[config.mk]
export PLATFORM = sky130hd
export DESIGN_NAME = uart_cmd_responder_flat
export DESIGN_NICKNAME = d
export VERILOG_FILES = /design/src/rtl/uart_cmd_responder_if.sv /design/src/rtl/uart_cmd_responder.sv /design/src/flat_wrapper.sv
export SDC_FILE = /design/constraint.sdc
export NUM_CORES = 1
export LEC_CHECK = 0
export BUFFER_PORTS_ARGS = -buffer_cell sky130_fd_sc_hd__buf_2
export CELL_PAD_IN_SITES_DETAIL_PLACEMENT = 0
export CELL_PAD_IN_SITES_GLOBAL_PLACEMENT = 1
export CORE_ASPECT_RATIO = 0.75
export CORE_UTILIZATION = 39
export CTS_BUF_LIST = sky130_fd_sc_hd__clkbuf_16
export CTS_CLUSTER_SIZE = 10
export DETAILED_ROUTE_END_ITERATION = 10
export PLACE_DENSITY = 0.79
export SLEW_MARGIN = 20
export SYNTH_ARGS = -nofsm -noshare
export SYNTH_HDL_FRONTEND = slang
export SYNTH_SLANG_ARGS = --single-unit
[constraint.sdc]
create_clock -name clk -period 1.9 [get_ports clk]
set_input_delay 0.19 -clock clk [delete_from_list [all_inputs] [get_ports clk]]
set_output_delay 0.19 -clock clk [all_outputs]
set_load 0.1 [all_outputs]
[src/rtl/uart_cmd_responder_if.sv]
`timescale 1ns/1ps
// Local bus between the command responder (master) and the peer-side slave.
//   bus_req   : request, held until bus_ack
//   bus_mode  : 1 = write, 0 = read
//   bus_addr  : 12-bit address
//   bus_wdata : write data
//   bus_ack   : one-cycle completion from the slave
//   bus_rdata : read data, valid with bus_ack
interface uart_cmd_responder_if;
  localparam int unsigned ADDR_W = 12;
  localparam int unsigned DATA_W = 8;

  logic              bus_req;
  logic              bus_mode;
  logic [ADDR_W-1:0] bus_addr;
  logic [DATA_W-1:0] bus_wdata;
  logic              bus_ack;
  logic [DATA_W-1:0] bus_rdata;

  modport master (
    output bus_req, bus_mode, bus_addr, bus_wdata,
    input  bus_ack, bus_rdata
  );

  modport slave (
    input  bus_req, bus_mode, bus_addr, bus_wdata,
    output bus_ack, bus_rdata
  );
endinterface

[src/rtl/uart_cmd_responder.sv]
`timescale 1ns/1ps
// Far end of the 4-byte command / 2-byte response UART link.
// Collects {data, addr_lo, addr_hi, mode} from the UART RX core, runs one
// local bus transaction and returns {data, flags} through the UART TX core.
//   clk, rst        : clock, synchronous active-high reset
//   uart_data_out   : RX byte          uart_ready     : RX byte available (level)
//   uart_ready_clr  : RX byte consumed (1-cycle pulse)
//   uart_data_in    : TX byte          uart_wr_en     : TX load (1-cycle pulse)
//   uart_tx_busy    : TX core transmitting
//   bus             : local bus, master side
//   busy            : not IDLE         frame_err      : malformed / timeout pulse
//   cmd_count       : completed responses (wraps)
module uart_cmd_responder #(
  parameter int unsigned BYTE_TIMEOUT = 50000,
  parameter int unsigned RESP_TIMEOUT = 1024
) (
  input  logic                        clk,
  input  logic                        rst,
  input  logic [7:0]                  uart_data_out,
  input  logic                        uart_ready,
  output logic                        uart_ready_clr,
  output logic [7:0]                  uart_data_in,
  output logic                        uart_wr_en,
  input  logic                        uart_tx_busy,
  uart_cmd_responder_if.master        bus,
  output logic                        busy,
  output logic                        frame_err,
  output logic [15:0]                 cmd_count
);

  localparam int unsigned BT_W = $clog2(BYTE_TIMEOUT + 1);
  localparam int unsigned RT_W = $clog2(RESP_TIMEOUT + 1);

  typedef enum logic [3:0] {
    IDLE, RX1, RX2, RX3, CHECK, WAIT_ACK, TX0, TXW0, TX1, TXW1
  } state_t;

  state_t          state;
  logic            armed;
  logic [7:0]      cmd_b0, cmd_b1, cmd_b2, cmd_b3;
  logic [BT_W-1:0] byte_timer;
  logic [RT_W-1:0] resp_timer;
  logic [7:0]      resp_data;
  logic            resp_err;
  logic            is_write;
  logic            tx_hold;

  logic accept;
  logic byte_expired;
  logic resp_expired;

  // A byte is taken only on a fresh ready (armed) and only while collecting.
  assign accept       = uart_ready && armed && (state inside {IDLE, RX1, RX2, RX3});
  assign byte_expired = (byte_timer == BT_W'(BYTE_TIMEOUT - 1));
  assign resp_expired = (resp_timer == RT_W'(RESP_TIMEOUT - 1));

  // Frame collection, bus transaction and response FSM.
  always_ff @(posedge clk) begin
    if (rst) begin
      state          <= IDLE;
      armed          <= 1'b0;
      cmd_b0         <= '0;
      cmd_b1         <= '0;
      cmd_b2         <= '0;
      cmd_b3         <= '0;
      byte_timer     <= '0;
      resp_timer     <= '0;
      resp_data      <= '0;
      resp_err       <= 1'b0;
      is_write       <= 1'b0;
      tx_hold        <= 1'b0;
      uart_ready_clr <= 1'b0;
      uart_data_in   <= '0;
      uart_wr_en     <= 1'b0;
      bus.bus_req    <= 1'b0;
      bus.bus_mode   <= 1'b0;
      bus.bus_addr   <= '0;
      bus.bus_wdata  <= '0;
      busy           <= 1'b0;
      frame_err      <= 1'b0;
      cmd_count      <= '0;
    end else begin
      uart_ready_clr <= 1'b0;
      uart_wr_en     <= 1'b0;
      frame_err      <= 1'b0;

      // Re-arm only after ready has been seen low, so a held level counts once.
      if (accept) begin
        armed          <= 1'b0;
        uart_ready_clr <= 1'b1;
      end else if (!uart_ready) begin
        armed <= 1'b1;
      end

      case (state)
        IDLE: begin
          if (accept) begin
            cmd_b0     <= uart_data_out;
            byte_timer <= '0;
            state      <= RX1;
            busy       <= 1'b1;
          end
        end

        // An accept in the expiry cycle wins over the timeout.
        RX1, RX2, RX3: begin
          if (accept) begin
            byte_timer <= '0;
            case (state)
              RX1:     begin cmd_b1 <= uart_data_out; state <= RX2;   end
              RX2:     begin cmd_b2 <= uart_data_out; state <= RX3;   end
              default: begin cmd_b3 <= uart_data_out; state <= CHECK; end
            endcase
          end else if (byte_expired) begin
            byte_timer <= '0;
            frame_err  <= 1'b1;
            state      <= IDLE;
            busy       <= 1'b0;
          end else begin
            byte_timer <= byte_timer + 1'b1;
          end
        end

        CHECK: begin
          if ((cmd_b2[7:4] != 4'd0) || (cmd_b3[7:1] != 7'd0)) begin
            frame_err <= 1'b1;
            state     <= IDLE;
            busy      <= 1'b0;
          end else begin
            bus.bus_req   <= 1'b1;
            bus.bus_mode  <= cmd_b3[0];
            bus.bus_addr  <= {cmd_b2[3:0], cmd_b1};
            bus.bus_wdata <= cmd_b0;
            is_write      <= cmd_b3[0];
            resp_timer    <= '0;
            state         <= WAIT_ACK;
          end
        end

        // Ack takes priority over a coincident timeout.
        WAIT_ACK: begin
          if (bus.bus_ack) begin
            bus.bus_req <= 1'b0;
            resp_data   <= is_write ? cmd_b0 : bus.bus_rdata;
            resp_err    <= 1'b0;
            state       <= TX0;
          end else if (resp_expired) begin
            bus.bus_req <= 1'b0;
            resp_data   <= '0;
            resp_err    <= 1'b1;
            frame_err   <= 1'b1;
            state       <= TX0;
          end else begin
            resp_timer <= resp_timer + 1'b1;
          end
        end

        TX0: begin
          if (!uart_tx_busy) begin
            uart_data_in <= resp_data;
            uart_wr_en   <= 1'b1;
            tx_hold      <= 1'b1;
            state        <= TXW0;
          end
        end

        // First cycle after a load is skipped: TX core raises busy one cycle late.
        TXW0: begin
          if (tx_hold) begin
            tx_hold <= 1'b0;
          end else if (!uart_tx_busy) begin
            state <= TX1;
          end
        end

        TX1: begin
          if (!uart_tx_busy) begin
            uart_data_in <= {6'b0, resp_err, is_write};
            uart_wr_en   <= 1'b1;
            tx_hold      <= 1'b1;
            state        <= TXW1;
          end
        end

        TXW1: begin
          if (tx_hold) begin
            tx_hold <= 1'b0;
          end else if (!uart_tx_busy) begin
            cmd_count <= cmd_count + 16'd1;
            state     <= IDLE;
            busy      <= 1'b0;
          end
        end

        default: begin
          state <= IDLE;
          busy  <= 1'b0;
        end
      endcase
    end
  end

endmodule

[src/flat_wrapper.sv]
// flat-port wrapper written by rule: the top's interface ports become plain ports
module uart_cmd_responder_flat 
#(
  parameter int unsigned BYTE_TIMEOUT = 50000,
  parameter int unsigned RESP_TIMEOUT = 1024
)
  (clk, rst, uart_data_out, uart_ready, uart_ready_clr, uart_data_in, uart_wr_en, uart_tx_busy, busy, frame_err, cmd_count, bus_bus_req, bus_bus_mode, bus_bus_addr, bus_bus_wdata, bus_bus_ack, bus_bus_rdata);
  uart_cmd_responder_if bus_i ();
  input  logic clk;
  input  logic rst;
  input  logic [7:0] uart_data_out;
  input  logic uart_ready;
  output logic uart_ready_clr;
  output logic [7:0] uart_data_in;
  output logic uart_wr_en;
  input  logic uart_tx_busy;
  output logic busy;
  output logic frame_err;
  output logic [15:0] cmd_count;
  output wire logic [$bits(bus_i.bus_req)-1:0] bus_bus_req;
  output wire logic [$bits(bus_i.bus_mode)-1:0] bus_bus_mode;
  output wire logic [$bits(bus_i.bus_addr)-1:0] bus_bus_addr;
  output wire logic [$bits(bus_i.bus_wdata)-1:0] bus_bus_wdata;
  input wire logic [$bits(bus_i.bus_ack)-1:0] bus_bus_ack;
  input wire logic [$bits(bus_i.bus_rdata)-1:0] bus_bus_rdata;
  assign bus_bus_req = bus_i.bus_req;
  assign bus_bus_mode = bus_i.bus_mode;
  assign bus_bus_addr = bus_i.bus_addr;
  assign bus_bus_wdata = bus_i.bus_wdata;
  assign bus_i.bus_ack = bus_bus_ack;
  assign bus_i.bus_rdata = bus_bus_rdata;
  uart_cmd_responder #(.BYTE_TIMEOUT(BYTE_TIMEOUT), .RESP_TIMEOUT(RESP_TIMEOUT)) u_core (.clk(clk), .rst(rst), .uart_data_out(uart_data_out), .uart_ready(uart_ready), .uart_ready_clr(uart_ready_clr), .uart_data_in(uart_data_in), .uart_wr_en(uart_wr_en), .uart_tx_busy(uart_tx_busy), .bus(bus_i), .busy(busy), .frame_err(frame_err), .cmd_count(cmd_count));
endmodule
Yosys cells after proc, flatten, opt, wreduce, memory -nomap -nowiden. Cells that the tools add are included.

Logic and storage cells: 141. Input port bits: 21. Register bits after elaboration: 124.

Mux-type cells: 51. Eq/ne operators: 27. Bitwise logic cells: 6. $add $sub $neg: 3. Reduce and logical (&&, ||, !) cells: 33.

Operators with widths (number): $mux W16 (3); $mux W4 (11); $mux W8 (5); $mux W11 (3); $add A16 B1 Y16 const B (2); $pmux W16 S2 (1); $pmux W4 S8 (1); $ne A2 B2 Y1 const B (11); $pmux W11 S2 (1); $mux W1 (19); $reduce_and A3 Y1 (6); $eq A16 B16 Y1 const B (1); $eq A4 B3 Y1 const B (4); $pmux W8 S2 (1); $add A11 B1 Y11 const B (1); $eq A11 B10 Y1 const B (1); $reduce_and A2 Y1 (5); $reduce_bool A2 Y1 (5); $reduce_or A2 Y1 (5); $reduce_and A9 Y1 (1); $eq A4 B2 Y1 const B (2); $eq A4 B4 Y1 const B (2); $reduce_bool A4 Y1 (2); $reduce_and A7 Y1 (1); 17 further kinds (26).

Longest topological paths before layout.
Word-level depth: 5. Mapped depth: 7. Mapped depth without buffers: 6.

Worst setup path before layout. OpenSTA, ideal clock, no wires.

Kind: flip-flop to flip-flop. From: register u_core.cmd_count[0]. To: register u_core.cmd_count[15]. Setup slack: -390 ps. Stages on the path, launching flop included: 7. Buffers on the path: 1. Arrival time: 2220 ps. Path through: dfxtp_1 and2_1 and4_1 buf_2 nand2_1 or4_1 a21oi_1.

Longest elaborated chain between the ends: 1.

Ends and longest elaborated chain: start, declared (line uart_cmd_responder.sv:28) `output logic [15:0] cmd_count`; start signal, assigned (line uart_cmd_responder.sv:189) `cmd_count <= cmd_count + 16'd1;`; $add A16 B1 Y16 (line uart_cmd_responder.sv:189).

No other way between the ends. A chain may end at the register's enable or synchronous reset.

Worst setup path after layout.
From: register u_core.byte_timer[13]. To: register u_core.state[0].

Longest elaborated chain between the ends: 3.

Ends and longest elaborated chain: start, declared (line uart_cmd_responder.sv:41) `logic [BT_W-1:0] byte_timer;`; start signal, assigned (line uart_cmd_responder.sv:120) `byte_timer <= byte_timer + 1'b1;`; $eq A16 B16 Y1 (line uart_cmd_responder.sv:54) `assign byte_expired = (byte_timer == BT_W'(BYTE_TIMEOUT - 1));`; $ne A3 B1 Y1 (no line); $reduce_and A9 Y1 (no line); end signal, assigned (line uart_cmd_responder.sv:60) `state <= IDLE;`; end signal, assigned (line uart_cmd_responder.sv:100) `state <= RX1;`; end signal, assigned (line uart_cmd_responder.sv:110) `RX1: begin cmd_b1 <= uart_data_out; state <= RX2; end`; end, declared (line uart_cmd_responder.sv:38) `state_t state;`.

No other way between the ends.

==> impl_results.md <==
- Initial Utilization: 40.1%
- P per Cell Area: 1050 mW/mm2
- Final global-route overflow total: 0
- Minimum clock period after layout: 1.91 ns
- Layout Nets: 722
- Async SR Flop Fraction: 0%
- Clock Latency Late Sink: 0.41 ns
- Worst reg2reg path depth: 5
- Clk buf depth: 2
- Ant diodes: 0
- Final Hold Fails: 0
- Top-count cell post-synth: dfxtp_1
- Final std cells w/o fill: 882
- Required @ worst endpoint: 2.21 ns
- Crit Path Category: flop to flop
- Global-route wire length before repair: 21200 um
- Post-synth net total: 605
- Clock share of power: 46.8%
- CTS sink cnt: 124
- Reg-to-reg slack, setup: -0.01 ns
- Final Cycle Share: 101%
- Layout Skew: 0.00935 ns
- Failing checks: setup timing
- Top cells by count, synth: dfxtp_1 (124), nor2_1 (98), mux2i_1 (49)
- GRT Total Usage: 19.5%
- Slew Limit Fails: 0
- RSZ-0062 raised after global routing: true
- Combinational power share: 15.4%
- Seq/Total Area, Yosys: 47.4%
- Sum Neg Setup Slack: -0.0113 ns
- Sw Ratio: 26.6%
- Share of layout cells above drive strength 1: 29.8%
- Worst-path clk slew: 0.05 ns
- Pint: 5300 uW
- Initial antenna violation count: 0
- Number of synthesized flops with an enable pin: 0
- Top FF cell, synth: dfxtp_1
- Area share of the largest cell type after synthesis: 47.4%
- # rows: 36
- Maximum vdd ir drop: 0.658 mV
- Final WL: 13100 um
- Seq pwr share: 37.8%
- Power Total: 7220 uW
- Number of remaining DRC errors: 0
- Final setup viols: 1
- Area leader, netlist: dfxtp_1
- Hold Path Cell Cnt: 2
- Synthesis Warnings: 0
- # fillers: 1185
- Cell area after synthesis: 0.00524 mm2
- Critical Path Start Type: flop
- Number of global-route vias before repair: 4295
- Synth area leaders: dfxtp_1 (47%), mux2i_1 (9.4%), nor2_1 (7.0%)
- I/O pins: 71
- Vias after detailed routing: 4624
- TritonCTS clock tree: done
- Core Area: 0.0131 mm2
- DIE WIDTH: 136 um
- H-tree depth: 4
- Num CTS Buffers: 17
- Max FO, Critical Path: 6
- Worst-Margin Slew: 0.618 ns
- Area Growth Syn to Fin: 31.4%
- WL per Instance: 14.8 um
- Setup ws final: -0.0113 ns
- DP HPWL: 9070 um
- Syn Inst Count: 581
- Vias per inst: 5.24
- DRT Pass-1 Iters: 4
- Fmax: 523 MHz
- Avg Cell Area, Syn: 9.02 um2
- Die Area: 0.0139 mm2
- Crit. End Element: flop
- Antenna-violating nets left: 0
- Yosys reg bits: 124
- Largest net degree at the start of global routing: 61
- WP data arrival: 2.22 ns
- Clock root buffer: clkbuf_16
- Status: finished with violations
- Hold WC Path Type: primary input to flop
- DIE HEIGHT: 102 um
- Sw Pwr: 1920 uW
- Max_slew headroom: 58.8%
- Max Cap Viol: 0
- Initial DRC count: 277
- Leak: 0.00298 uW
- Yosys cell types: 60
- Final Wtd Congestion: 0.839
- I/O Buffers: 70
- Inst Count DP: 847
[cell usage in the layout (no fill, tap or decap), types with 4 or more instances in the layout]
cell type / instances
nor3_1: 12
a211oi_1: 5
nand2_1: 45
or3_1: 4
dfxtp_2: 17
mux2i_1: 49
and3_1: 7
bufinv_16: 4
clkbuf_16: 17
xor2_1: 15
a22o_1: 6
buf_2: 71
o21ai_0: 4
o31ai_1: 6
xnor2_1: 13
nand4_1: 11
nand3_1: 34
a31oi_1: 12
dfxtp_1: 106
a21oi_1: 28
inv_1: 4
nor2_1: 97
buf_4: 53
nor4_1: 6
and4_1: 5
[power by group through the flow]
stage,Clock (uW),Combinational [uW],Sequential (uW)
after floorplan,0,595,2800
after global placement,0,933,2770
after detailed placement,0,953,2780
after CTS,3440,975,2730
after global routing,3560,1200,2740
final,3380,1110,2730
[cell families (layout without fill, tap and decap cells)]
group	Yosys count	after routing	synth area share [%]
AO/OA/AOI/OAI	82	82	10.3
XOR/XNOR	28	28	4.68
adder cells (fa/ha/maj)	3	3	0.717
buffers and inverters	37	167	3.39
flip-flops	124	124	47.4
multiplexers	49	49	9.36
AND/OR/NAND/NOR	258	258	24.2
[routing by layer]
metal  routed length, um  track usage, %  up-vias
met4                 216            7.69        0
li1                    -               -     2300
met3                 687            5.01       21
met1                6720            27.8     2184
met5                   0               0        -
met2                5430            27.7      119
[final cells by class]
| type | count | area, um2 | area share [%] |
|---|---|---|---|
| multi-input cells | 420 | 2700 | 39.2 |
| well taps | 171 | 214 | 3.11 |
| flip-flops and latches | 124 | 2510 | 36.4 |
| repair buffers | 129 | 817 | 11.9 |
| clock buffers | 17 | 425 | 6.18 |
| clock inverters | 15 | 196 | 2.85 |
| inverters | 6 | 22.5 | 0.327 |
[per-stage QoR]
| stage | utilization, % | hold WS, ns | setup slack (ns) | area [um2] |
|---|---|---|---|---|
| detailed placement | 46.7 | 0.437 | -0.0996 | 6100 |
| finish | 52.7 | 0.0438 | -0.0113 | 6880 |
| global route | 52.7 | 0.0489 | -0.0623 | 6880 |
| CTS | 51.7 | 0.0181 | -0.0407 | 6760 |
| global placement | 46.7 | 0.431 | -0.0188 | 6100 |
| floorplan | - | 0.276 | -0.0810 | 5260 |
[state kept, by name, summed over array words and instances, names as in the netlist, 4 cells and up]
register	cells
u_core.byte_timer	16
u_core.cmd_b3	8
u_core.state	4
u_core.cmd_count	16
u_core.cmd_b2	8
u_core.resp_data	8
u_core.resp_timer	11
u_core.cmd_b1	8
u_core.cmd_b0	8
u_core.bus.bus_wdata	8
u_core.bus.bus_addr	12
u_core.uart_data_in	8
[worst max-delay path, cell delays in order (launching register included)]
cell	delay [ns]
dfxtp_1	0.31
or4b_4	0.55
nor4_4	0.32
nor2_4	0.10
or2_4	0.26
a221oi_2	0.27
[timing repair]
item / 4_1_cts / 5_1_grt
endpoints found under the setup margin: 11 / 46
buffers inserted: 0 / 1
gates cloned: 0 / 1
gates resized for setup: 7 / 30
endpoints found under the hold margin: 1 / 0
pin swaps: 2 / 10
hold buffers: 1 / 0
[worst paths after layout]
check,from,endpoint
worst min-delay path,bus_bus_ack,u_core.resp_err$_SDFFE_PP0P_
worst max register to register,u_core.byte_timer[13]$_SDFFE_PP0P_,u_core.state[0]$_SDFFE_PP0P_
worst min register to register,u_core.cmd_b1[6]$_SDFFE_PP0P_,u_core.cmd_b1[6]$_SDFFE_PP0P_
worst max-delay path,u_core.byte_timer[13]$_SDFFE_PP0P_,u_core.state[0]$_SDFFE_PP0P_
Power figures use the tool's default switching activity.
